==> src/rtl/axi_hdr_pkg.sv <==
// Shared types and helpers for the AXI-Stream header arbiter.
// Widths, FSM state encoding and the header format check.
package axi_hdr_pkg;

    localparam int DATA_WD_DEF = 32;
    localparam int NUM_REQ_DEF = 4;
    localparam int KEEP_MAX    = 64;

    typedef enum logic [1:0] {
        IDLE     = 2'd0,
        SEND     = 2'd1,
        WAIT_EOP = 2'd2
    } state_t;

    // Keep must be right-aligned contiguous ones and match the byte count.
    function automatic logic hdr_fmt_ok(
        input logic [KEEP_MAX-1:0] keep,
        input int                  cnt,
        input int                  nbytes
    );
        logic                ok;
        logic [KEEP_MAX-1:0] mask;
        ok = 1'b0;
        for (int k = 1; k <= KEEP_MAX; k++) begin
            mask = (k == KEEP_MAX) ? '1
                 : ((KEEP_MAX'(1) << k) - KEEP_MAX'(1));
            if (k <= nbytes && keep == mask && cnt == k)
                ok = 1'b1;
        end
        return ok;
    endfunction

endpackage

==> src/rtl/axi_stream_header_arbiter_if.sv <==
// Requester, insert-port and snooped output signals of the arbiter.
// master is the arbiter view, slave is the surrounding system.
interface axi_stream_header_arbiter_if
    import axi_hdr_pkg::*;
#(
    parameter int DATA_WD = DATA_WD_DEF,
    parameter int NUM_REQ = NUM_REQ_DEF
);
    localparam int DATA_BYTE_WD = DATA_WD / 8;
    localparam int BYTE_CNT_WD  = $clog2(DATA_BYTE_WD);
    localparam int ID_WD        = $clog2(NUM_REQ);

    logic [NUM_REQ-1:0]                   req_valid;
    logic [NUM_REQ*DATA_WD-1:0]           req_data;
    logic [NUM_REQ*DATA_BYTE_WD-1:0]      req_keep;
    logic [NUM_REQ*(BYTE_CNT_WD+1)-1:0]   req_byte_cnt;
    logic [NUM_REQ-1:0]                   req_ready;
    logic                                 valid_insert;
    logic [DATA_WD-1:0]                   data_insert;
    logic [DATA_BYTE_WD-1:0]              keep_insert;
    logic [BYTE_CNT_WD:0]                 byte_insert_cnt;
    logic                                 ready_insert;
    logic                                 mon_valid_out;
    logic                                 mon_ready_out;
    logic                                 mon_last_out;
    logic [ID_WD-1:0]                     grant_id;
    logic                                 busy;
    logic                                 hdr_err;

    modport master (
        input  req_valid, req_data, req_keep, req_byte_cnt,
        input  ready_insert,
        input  mon_valid_out, mon_ready_out, mon_last_out,
        output req_ready,
        output valid_insert, data_insert, keep_insert, byte_insert_cnt,
        output grant_id, busy, hdr_err
    );

    modport slave (
        output req_valid, req_data, req_keep, req_byte_cnt,
        output ready_insert,
        output mon_valid_out, mon_ready_out, mon_last_out,
        input  req_ready,
        input  valid_insert, data_insert, keep_insert, byte_insert_cnt,
        input  grant_id, busy, hdr_err
    );

endinterface

==> src/rtl/axi_stream_header_arbiter_rr_arbiter.sv <==
// Combinational round-robin picker: first request at or after ptr.
// Produces a one-hot grant and its binary index.
module rr_arbiter #(
    parameter int N   = 4,
    parameter int IDW = 2
) (
    input  logic [N-1:0]   req,
    input  logic [IDW-1:0] ptr,
    output logic [N-1:0]   gnt,
    output logic [IDW-1:0] gnt_id
);

    logic           w_found;
    logic [IDW-1:0] w_idx;

    always_comb begin
        gnt     = '0;
        gnt_id  = '0;
        w_found = 1'b0;
        w_idx   = '0;
        for (int i = 0; i < N; i++) begin
            w_idx = IDW'((int'(ptr) + i) % N);
            if (!w_found && req[w_idx]) begin
                w_found    = 1'b1;
                gnt[w_idx] = 1'b1;
                gnt_id     = w_idx;
            end
        end
    end

endmodule

==> src/rtl/axi_stream_header_arbiter.sv <==
// Round-robin header arbiter in front of the header-insert port.
// Holds the grant from header handoff until the packet's last beat.
module axi_stream_header_arbiter
    import axi_hdr_pkg::*;
#(
    parameter int DATA_WD = DATA_WD_DEF,
    parameter int NUM_REQ = NUM_REQ_DEF
) (
    input  logic                         clk,
    input  logic                         rst_n,
    axi_stream_header_arbiter_if.master  bus
);

    localparam int DATA_BYTE_WD = DATA_WD / 8;
    localparam int BYTE_CNT_WD  = $clog2(DATA_BYTE_WD);
    localparam int CNT_WD       = BYTE_CNT_WD + 1;
    localparam int ID_WD        = $clog2(NUM_REQ);

    state_t                  r_state;
    state_t                  w_next;
    logic [ID_WD-1:0]        r_ptr;
    logic [ID_WD-1:0]        r_gnt_id;
    logic [DATA_WD-1:0]      r_data;
    logic [DATA_BYTE_WD-1:0] r_keep;
    logic [CNT_WD-1:0]       r_cnt;
    logic                    r_hdr_err;

    logic [NUM_REQ-1:0]      w_gnt;
    logic [ID_WD-1:0]        w_win_id;
    logic [ID_WD-1:0]        w_win_nxt;
    logic [ID_WD-1:0]        w_own_nxt;
    logic [DATA_WD-1:0]      w_sel_data;
    logic [DATA_BYTE_WD-1:0] w_sel_keep;
    logic [CNT_WD-1:0]       w_sel_cnt;
    logic                    w_any;
    logic                    w_ok;
    logic                    w_eop;

    rr_arbiter #(
        .N   (NUM_REQ),
        .IDW (ID_WD)
    ) u_rr (
        .req    (bus.req_valid),
        .ptr    (r_ptr),
        .gnt    (w_gnt),
        .gnt_id (w_win_id)
    );

    always_comb begin
        w_sel_data = '0;
        w_sel_keep = '0;
        w_sel_cnt  = '0;
        for (int i = 0; i < NUM_REQ; i++) begin
            if (w_win_id == ID_WD'(i)) begin
                w_sel_data = bus.req_data[i*DATA_WD +: DATA_WD];
                w_sel_keep = bus.req_keep[i*DATA_BYTE_WD +: DATA_BYTE_WD];
                w_sel_cnt  = bus.req_byte_cnt[i*CNT_WD +: CNT_WD];
            end
        end
    end

    assign w_any = |bus.req_valid;
    assign w_ok  = hdr_fmt_ok(KEEP_MAX'(w_sel_keep),
                              int'(w_sel_cnt), DATA_BYTE_WD);
    assign w_eop = bus.mon_valid_out & bus.mon_ready_out
                 & bus.mon_last_out;

    // Pointer moves past the requester just served so it drops to lowest.
    assign w_win_nxt = (w_win_id == ID_WD'(NUM_REQ - 1))
                     ? '0 : w_win_id + 1'b1;
    assign w_own_nxt = (r_gnt_id == ID_WD'(NUM_REQ - 1))
                     ? '0 : r_gnt_id + 1'b1;

    always_comb begin
        w_next = r_state;
        unique case (r_state)
            IDLE:     if (w_any && w_ok)    w_next = SEND;
            SEND:     if (bus.ready_insert) w_next = WAIT_EOP;
            WAIT_EOP: if (w_eop)            w_next = IDLE;
            default:                        w_next = IDLE;
        endcase
    end

    always_ff @(posedge clk or negedge rst_n) begin
        if (!rst_n) r_state <= IDLE;
        else        r_state <= w_next;
    end

    always_ff @(posedge clk or negedge rst_n) begin
        if (!rst_n) begin
            r_ptr     <= '0;
            r_gnt_id  <= '0;
            r_data    <= '0;
            r_keep    <= '0;
            r_cnt     <= '0;
            r_hdr_err <= 1'b0;
        end else begin
            r_hdr_err <= 1'b0;
            if (r_state == IDLE && w_any) begin
                if (w_ok) begin
                    r_data   <= w_sel_data;
                    r_keep   <= w_sel_keep;
                    r_cnt    <= w_sel_cnt;
                    r_gnt_id <= w_win_id;
                end else begin
                    r_hdr_err <= 1'b1;
                    r_ptr     <= w_win_nxt;
                end
            end else if (r_state == WAIT_EOP && w_eop) begin
                r_ptr <= w_own_nxt;
            end
        end
    end

    assign bus.req_ready       = (r_state == IDLE && rst_n) ? w_gnt : '0;
    assign bus.valid_insert    = (r_state == SEND);
    assign bus.busy            = (r_state != IDLE);
    assign bus.data_insert     = r_data;
    assign bus.keep_insert     = r_keep;
    assign bus.byte_insert_cnt = r_cnt;
    assign bus.grant_id        = r_gnt_id;
    assign bus.hdr_err         = r_hdr_err;

endmodule
==> src/flat_wrapper.sv <==
// flat-port wrapper written by rule: the top's interface ports become plain ports
module axi_stream_header_arbiter_flat import axi_hdr_pkg::*;
#(
    parameter int DATA_WD = DATA_WD_DEF,
    parameter int NUM_REQ = NUM_REQ_DEF
)
  (clk, rst_n, bus_req_valid, bus_req_data, bus_req_keep, bus_req_byte_cnt, bus_ready_insert, bus_mon_valid_out, bus_mon_ready_out, bus_mon_last_out, bus_req_ready, bus_valid_insert, bus_data_insert, bus_keep_insert, bus_byte_insert_cnt, bus_grant_id, bus_busy, bus_hdr_err);
  axi_stream_header_arbiter_if #(.DATA_WD(DATA_WD), .NUM_REQ(NUM_REQ)) bus_i ();
  input  logic clk;
  input  logic rst_n;
  input wire logic [$bits(bus_i.req_valid)-1:0] bus_req_valid;
  input wire logic [$bits(bus_i.req_data)-1:0] bus_req_data;
  input wire logic [$bits(bus_i.req_keep)-1:0] bus_req_keep;
  input wire logic [$bits(bus_i.req_byte_cnt)-1:0] bus_req_byte_cnt;
  input wire logic [$bits(bus_i.ready_insert)-1:0] bus_ready_insert;
  input wire logic [$bits(bus_i.mon_valid_out)-1:0] bus_mon_valid_out;
  input wire logic [$bits(bus_i.mon_ready_out)-1:0] bus_mon_ready_out;
  input wire logic [$bits(bus_i.mon_last_out)-1:0] bus_mon_last_out;
  output wire logic [$bits(bus_i.req_ready)-1:0] bus_req_ready;
  output wire logic [$bits(bus_i.valid_insert)-1:0] bus_valid_insert;
  output wire logic [$bits(bus_i.data_insert)-1:0] bus_data_insert;
  output wire logic [$bits(bus_i.keep_insert)-1:0] bus_keep_insert;
  output wire logic [$bits(bus_i.byte_insert_cnt)-1:0] bus_byte_insert_cnt;
  output wire logic [$bits(bus_i.grant_id)-1:0] bus_grant_id;
  output wire logic [$bits(bus_i.busy)-1:0] bus_busy;
  output wire logic [$bits(bus_i.hdr_err)-1:0] bus_hdr_err;
  assign bus_i.req_valid = bus_req_valid;
  assign bus_i.req_data = bus_req_data;
  assign bus_i.req_keep = bus_req_keep;
  assign bus_i.req_byte_cnt = bus_req_byte_cnt;
  assign bus_i.ready_insert = bus_ready_insert;
  assign bus_i.mon_valid_out = bus_mon_valid_out;
  assign bus_i.mon_ready_out = bus_mon_ready_out;
  assign bus_i.mon_last_out = bus_mon_last_out;
  assign bus_req_ready = bus_i.req_ready;
  assign bus_valid_insert = bus_i.valid_insert;
  assign bus_data_insert = bus_i.data_insert;
  assign bus_keep_insert = bus_i.keep_insert;
  assign bus_byte_insert_cnt = bus_i.byte_insert_cnt;
  assign bus_grant_id = bus_i.grant_id;
  assign bus_busy = bus_i.busy;
  assign bus_hdr_err = bus_i.hdr_err;
  axi_stream_header_arbiter #(.DATA_WD(DATA_WD), .NUM_REQ(NUM_REQ)) u_core (.clk(clk), .rst_n(rst_n), .bus(bus_i));
endmodule
==> config.mk <==
export PLATFORM = sky130hd
export DESIGN_NAME = axi_stream_header_arbiter_flat
export DESIGN_NICKNAME = d
export VERILOG_FILES = /design/src/rtl/axi_hdr_pkg.sv /design/src/rtl/axi_stream_header_arbiter_if.sv /design/src/rtl/axi_stream_header_arbiter_rr_arbiter.sv /design/src/rtl/axi_stream_header_arbiter.sv /design/src/flat_wrapper.sv
export SDC_FILE = /design/constraint.sdc
export NUM_CORES = 1
export LEC_CHECK = 0
export CORE_UTILIZATION = 41
export DETAILED_ROUTE_END_ITERATION = 7
export PLACE_DENSITY_LB_ADDON = 0.05
export SETUP_SLACK_MARGIN = 0.05
export SYNTH_ARGS = -nofsm -noshare
export SYNTH_HDL_FRONTEND = slang
export SYNTH_HIERARCHICAL = 1
export SYNTH_SLANG_ARGS = --single-unit
==> constraint.sdc <==
create_clock -name clk -period 9.4 [get_ports clk]
set_input_delay 0.94 -clock clk [delete_from_list [all_inputs] [get_ports clk]]
set_output_delay 0.94 -clock clk [all_outputs]
set_load 0.02 [all_outputs]
==> results.yml, run 1 <==
place:
  port_buffer_count: 213
  postPlaceCellArea_um2: 5570
  place_hpwl_um: 8380
  place.gp.congestion: 0.812
floorplan:
  standard_cell_row_count: 33
  chipHeight_um: 93.6
  floorplan.die_area_um2: 8770
  initial_utilization: 0.421
  core_box_area_um2: 8180
  die_width_um: 93.6
  num_io_pins: 214
route:
  route.detailed.drc: 2
  route.vias.total: 3687
  route.met2.wl_um: 6060
  highest_layer: "met4"
  routed_met1_length_um: 4270
  viasPerCell: 5.40
  drt.antenna.violating_nets: 0
  wl_per_cell_um: 16.5
  finalWirelength_um: 11300
  detail_route.iter0.violations: 197
  met3_length_um: 785
  dr.pass1.iters: 6
synth:
  count_of_different_cell_masters_after_synthesis: 54
  synth_top_cells_by_area: "sky130_fd_sc_hd__dfrtp_1 33%, sky130_fd_sc_hd__mux2_1 12%, sky130_fd_sc_hd__a22oi_1 8.7%"
  synth_area_leader_cell: "sky130_fd_sc_hd__dfrtp_1"
  synth_fp_nets: 562
  synth_sequential_area_ratio: 0.334
  synth_warnings: 6
  mapped_cell_area_um2: 3440
  synth_largest_type_area_fraction: 0.334
  synth_cells: 386
  synth.ff_latch_count: 46
  synth.avg_cell_area_um2: 8.92
clocking:
  total_number_of_clock_tree_sinks: 46
  post-cts-setup-buffers: 0
  tritoncts: "built"
  cts_root_buffer: "sky130_fd_sc_hd__clkbuf_8"
  insertion_delay_ns: 0.30
  post_cts_hold_buffer_count: 0
  clockBufferDepth: 2
  clk_pin_slew_worst_setup_hold_paths_ns: 0.08
  ctsHtreeMaxLevel: 2
  postCtsResizedCells: 0
  cts_buffers: 5
power_and_ir_drop:
  netSwitchingFraction: 0.512
  power_leakage_uw: 0.00232
  combinationalPowerShare: 0.784
  p_int_uw: 1080
  powerDensity_nw_per_um2: 389
  p_seq_frac: 0.149
  power_uw: 2210
  power_switching_uw: 1130
  clock_power_share: 0.067
  maximum_vdd_drop_mv: 0.245
global_route:
  pin_count_of_the_biggest_net_entering_global_routing: 71
  grt_antenna_before_repair: 0
  vias_in_the_first_global_route: 3639
  global_route_wire_length_before_repair_um: 17200
  overflow_left_after_global_routing: 0
  grt_use_total: 0.253
sta:
  max_freq_mhz: 142
  fin_worst_skew_ns: 0.00382
  fin_crit_ns: 7.02
  hold_slack_ns: 0.477
  timing.final.setup_violations: 0
  rsz0062_at_grt: "false"
  layout_worst_path_cycle_share: 0.747
  fin_tns_setup_ns: 0
  final_hold_violating_endpoints: 0
  timing.final.max_slew_violations: 0
  worstMarginPinSlew_ns: 1.15
  maxSlewHeadroom: 0.231
job:
  maxCapViolations: 0
finish:
  postLayoutCellArea_um2: 5690
  final_core_util: 0.695
  nFillCells: 638
  layout-area-overhead-vs-synth_pct: 65.1
  layout-drive-gt1-share: 0.0536
  design.final.nets: 754
  n_antenna_cell: 0
run_status:
  status: "complete, but fails checks"
  failed_checks: "DRC"
setup_path:
  critical_path_arrival_ns: 7.21
  worstSetupPathType: "flip-flop to flip-flop"
  critPathMaxFanout: 70
  element_type_at_the_critical_path_end: "flip-flop"
  critical_path_required_ns: 9.59
  critical_path.startpoint_type: "flip-flop"
hold_path:
  min-delay-path-class: "flip-flop to flip-flop"
## synthesized netlist by cell type (all sizes together)
master,n
a2111oi,1
a21o,1
a21oi,34
a221o,1
a221oi,6
a22o,2
a22oi,40
a311o,1
a32oi,1
and3,5
buf,19
clkbuf,11
dfrtp,46
ha,10
inv,12
mux2,40
mux2i,2
mux4,4
nand2,33
nand2b,3
nand3,2
nand3b,2
nand4b,1
nor2,40
nor2b,4
nor3,4
nor3b,1
o21a,1
o21ai,39
o21ba,1
o21bai,1
o221a,1
o221ai,1
o22ai,6
o311ai,1
o31ai,1
o41ai,1
or2,2
or3,3
or4b,2
## final cells by class
class / count / area, µm² / area share
repair buffers: 215 / 2140 / 0.377
clock inverters: 1 / 30.0 / 0.00528
inverters: 12 / 45.0 / 0.00792
clock buffers: 6 / 82.6 / 0.0145
multi-input cells: 298 / 2100 / 0.370
flip-flops and latches: 46 / 1150 / 0.202
well taps: 105 / 131 / 0.0231
## cell usage in the layout, fill, tap and decap left out, types with 7 or more instances in the layout
cell	Yosys	layout
sky130_fd_sc_hd__a21oi_1	33	33
sky130_fd_sc_hd__mux2_1	38	38
sky130_fd_sc_hd__nand2_1	33	33
sky130_fd_sc_hd__o21ai_0	33	33
sky130_fd_sc_hd__a22oi_1	40	40
sky130_fd_sc_hd__dfrtp_1	46	46
sky130_fd_sc_hd__clkdlybuf4s50_1	0	212
sky130_fd_sc_hd__nor2_1	40	40
sky130_fd_sc_hd__inv_1	11	11
sky130_fd_sc_hd__ha_1	10	7
## logic make-up after synthesis
family | synth area share
AOI/OAI and AO/OA | 0.265
and+or+nand+nor | 0.142
muxes | 0.164
DFF | 0.334
buffers and inverters | 0.0592
adders and majority gates | 0.0363
## critical path: stages (launching register included)
cell and delay, ns:
sky130_fd_sc_hd__dfrtp_1 0.70, sky130_fd_sc_hd__inv_1 0.17, sky130_fd_sc_hd__ha_1 0.48, sky130_fd_sc_hd__mux4_2 0.48, sky130_fd_sc_hd__nor2b_4 0.21, sky130_fd_sc_hd__o21ai_1 0.08, sky130_fd_sc_hd__and3_1 0.18, sky130_fd_sc_hd__o22ai_1 0.30
sky130_fd_sc_hd__ha_2 1.02, sky130_fd_sc_hd__or2_1 0.44, sky130_fd_sc_hd__a21oi_1 0.07, sky130_fd_sc_hd__a221oi_1 0.53, sky130_fd_sc_hd__or4b_2 0.64, sky130_fd_sc_hd__a21oi_2 0.20, sky130_fd_sc_hd__o21ba_2 0.94, sky130_fd_sc_hd__mux2_2 0.42
## metrics by stage
step | setup slack, ns | cells
after floorplan | 4.50 | 386
after global routing | 1.93 | 683
after detailed placement | 2.11 | 676
final | 2.38 | 683
after global placement | 2.26 | 676
after CTS | 2.43 | 683
## state kept, by name, indices dropped and copies added, names as in the netlist
register                    count
u_core/bus.hdr_err              1
u_core/r_ptr                    2
u_core/bus.grant_id             2
u_core/bus.data_insert         32
u_core/bus.byte_insert_cnt      3
u_core/bus.keep_insert          4
u_core/r_state                  2
## metal layers
layer  vias to the layer above  global-route usage
met5                         -                   0
met4                         0              0.0692
met3                        13              0.0618
met2                       159               0.492
met1                      1713               0.266
li1                       1802                   -
## power by group through the flow
| stage | Sequential, µW | Combinational, µW | Clock [µW] |
|---|---|---|---|
| 2_1_floorplan | 400 | 1190 | 0 |
| 3_3_place_gp | 331 | 1680 | 0 |
| 3_5_place_dp | 332 | 1730 | 0 |
| 4_1_cts | 331 | 1730 | 154 |
| 5_1_grt | 342 | 1900 | 158 |
| 6_report | 331 | 1740 | 148 |
## path summary, 6_finish.rpt
kind / start / end / slack, ns / cells after the start
min reg2reg: u_core/bus.keep_insert[0] / u_core/bus.keep_insert[0] / 0.48 / 1
max reg2reg: u_core/r_ptr[0] / u_core/bus.data_insert[2] / 2.38 / 15
max: u_core/r_ptr[0] / u_core/bus.data_insert[2] / 2.38 / 15
min in group asynchronous: rst_n / u_core/bus.data_insert[11] / 0.73 / 2
max in group asynchronous: rst_n / u_core/bus.keep_insert[1] / 8.25 / 2
min: u_core/bus.keep_insert[0] / u_core/bus.keep_insert[0] / 0.48 / 1
(Power assumes the default switching activity.)
==> run 2, diff against run 1 <==
--- a/config.mk
+++ b/config.mk
@@ -5,7 +5,7 @@
 export SDC_FILE = /design/constraint.sdc
 export NUM_CORES = 1
 export LEC_CHECK = 0
-export CORE_UTILIZATION = 41
+export CORE_UTILIZATION = 38
 export DETAILED_ROUTE_END_ITERATION = 7
 export PLACE_DENSITY_LB_ADDON = 0.05
 export SETUP_SLACK_MARGIN = 0.05
==> constraint.sdc (replaced) <==
create_clock -name clk -period 6.6 [get_ports clk]
set_input_delay 0.66 -clock clk [delete_from_list [all_inputs] [get_ports clk]]
set_output_delay 0.66 -clock clk [all_outputs]
set_load 0.02 [all_outputs]
==> results.yml, run 2 (synthesized netlist as in run 1, its figures left out) <==
setup_path:
  critical_path_arrival_ns: 6.12
  worst_path_max_delay_cell: "sky130_fd_sc_hd__dfrtp_1"
  critical_path_required_ns: 6.77
  critPathMaxFanout: 30
  delay_of_the_slowest_cell_on_the_worst_path_ns: 0.69
  cp-startpoint: "u_core/r_ptr[0]"
  critical_path.cell_chain: "inv_1 -> ha_1 -> mux4_2 -> nor2b_4 -> o21ai_1 -> and3_1 -> o22ai_1 -> inv_1 -> ha_2 -> nor2b_4 -> a221oi_1 -> nor2_1 -> or4b_1 -> a2111oi_2 -> o21ba_2 -> buf_12 -> mux2_1"
  critical_path.startpoint_type: "flip-flop"
  worstSetupPathType: "flip-flop to flip-flop"
  element_type_at_the_critical_path_end: "flip-flop"
  rr_startpoint: "u_core/r_ptr[0]"
finish:
  layout-area-overhead-vs-synth_pct: 65.6
  n_antenna_cell: 0
  mostFrequentLayoutCells: "212 x sky130_fd_sc_hd__clkdlybuf4s50_1, 46 x sky130_fd_sc_hd__dfrtp_1, 40 x sky130_fd_sc_hd__nor2_1, 40 x sky130_fd_sc_hd__a22oi_1, 38 x sky130_fd_sc_hd__mux2_1"
  postLayoutCellArea_um2: 5700
  flip_flop_count_of_the_largest_register_all_copies_and_words_added: 32
  layout-drive-gt1-share: 0.0583
  mostFrequentLayoutCell: "sky130_fd_sc_hd__clkdlybuf4s50_1"
  nFillCells: 762
  design.final.nets: 759
floorplan:
  core_box_area_um2: 8760
  initial_utilization: 0.393
  standard_cell_row_count: 34
  die_width_um: 97.2
  chipHeight_um: 97.2
  floorplan.die_area_um2: 9450
  num_io_pins: 214
sta:
  fin_tns_setup_ns: 0
  rsz0062_at_grt: "false"
  final_hold_violating_endpoints: 0
  timing.final.max_slew_violations: 0
  layout_worst_path_cycle_share: 0.901
  maxSlewHeadroom: 0.285
  worstMarginPinSlew_ns: 1.07
  fin_worst_skew_ns: 0.0104
  hold_slack_ns: 0.490
  fin_crit_ns: 5.94
  max_freq_mhz: 168
  timing.final.setup_violations: 0
global_route:
  vias_in_the_first_global_route: 3771
  pin_count_of_the_biggest_net_entering_global_routing: 51
  global_route_wire_length_before_repair_um: 18200
  grt_use_total: 0.239
  grt_antenna_before_repair: 0
  overflow_left_after_global_routing: 0
power_and_ir_drop:
  powerDensity_nw_per_um2: 551
  power_leakage_uw: 0.00233
  power_uw: 3140
  maximum_vdd_drop_mv: 0.408
route:
  highest_layer: "met4"
  route.met2.wl_um: 5980
  viasPerCell: 5.41
  drt.antenna.violating_nets: 0
  detail_route.iter0.violations: 120
  finalWirelength_um: 11200
  route.vias.total: 3739
  met3_length_um: 705
  wl_per_cell_um: 16.2
  dr.pass1.iters: 4
  route.detailed.drc: 0
  routed_met1_length_um: 4410
place:
  postPlaceCellArea_um2: 5630
  place.gp.congestion: 0.799
  port_buffer_count: 213
  place_hpwl_um: 8810
job:
  maxCapViolations: 0
clocking:
  ctsHtreeMaxLevel: 2
  clk_pin_slew_worst_setup_hold_paths_ns: 0.09
  cts_root_buffer: "sky130_fd_sc_hd__clkbuf_8"
  postCtsResizedCells: 0
  insertion_delay_ns: 0.30
  post_cts_hold_buffer_count: 0
  clockBufferDepth: 2
  total_number_of_clock_tree_sinks: 46
  tritoncts: "built"
  post-cts-setup-buffers: 0
  cts_buffers: 5
hold_path:
  min-delay-path-class: "flip-flop to flip-flop"
  hold_start: "u_core/bus.data_insert[6]"
run_status:
  status: "completed"
-- run 2: changes by cell type in the layout (fill, tap and decap cells not counted), sizes merged --
cell    change
buf         +5
bufinv      -1
clkbuf      +1
-- run 2: worst max-delay path: cells and delay by family (launching register included) --
kind                     cells  cell delay [ns]
AND/OR/NAND/NOR              5             1.62
flip-flops                   1             0.69
AO/OA/AOI/OAI                5             1.44
multiplexers                 2             0.83
buffers and inverters        3             0.55
adder cells (fa/ha/maj)      2             0.67
-- run 2: metal layers --
metal  vias up  global-route usage
met5         -                   0
met4         0              0.0471
met3        11              0.0590
met2       133               0.454
met1      1774               0.267
li1       1821                   -
-- run 2: area by class of cell --
| type | count | area, µm² | area share |
|---|---|---|---|
| multi-input combinational | 298 | 2100 | 0.369 |
| clock buffer | 7 | 76.3 | 0.0134 |
| sequential | 46 | 1150 | 0.202 |
| tap | 108 | 135 | 0.0237 |
| inverter | 12 | 45.0 | 0.00790 |
| timing repair buffer | 220 | 2190 | 0.384 |
-- run 2: per-stage QoR --
| step | setup slack, ns | util | instances |
|---|---|---|---|
| 2_1_floorplan | 1.70 | - | 386 |
| 3_3_place_gp | 0.819 | 0.642 | 684 |
| 3_5_place_dp | 0.604 | 0.642 | 684 |
| 4_1_cts | 0.632 | 0.651 | 691 |
| 5_1_grt | 0.175 | 0.651 | 691 |
| 6_report | 0.656 | 0.651 | 691 |
-- run 2: path summary, 6_finish.rpt --
check                                             endpoint  slack, ns  depth (start not counted)
max in group asynchronous       u_core/bus.data_insert[19]       5.38                          1
worst min-delay path             u_core/bus.data_insert[6]       0.49                          1
min in group asynchronous                u_core/r_state[1]       0.54                          1
worst max-delay path            u_core/bus.data_insert[14]       0.66                         17
worst max register to register  u_core/bus.data_insert[14]       0.66                         17
worst min register to register   u_core/bus.data_insert[6]       0.49                          1
-- run 2: report_power, final --
group / switching (µW) / leakage, µW / total [µW] / internal [µW]
clock: 90.4 / 0.0000383 / 163 / 73.1
combinational: 1440 / 0.00170 / 2510 / 1070
sequential: 78.6 / 0.000591 / 472 / 393
total: 1610 / 0.00233 / 3140 / 1530
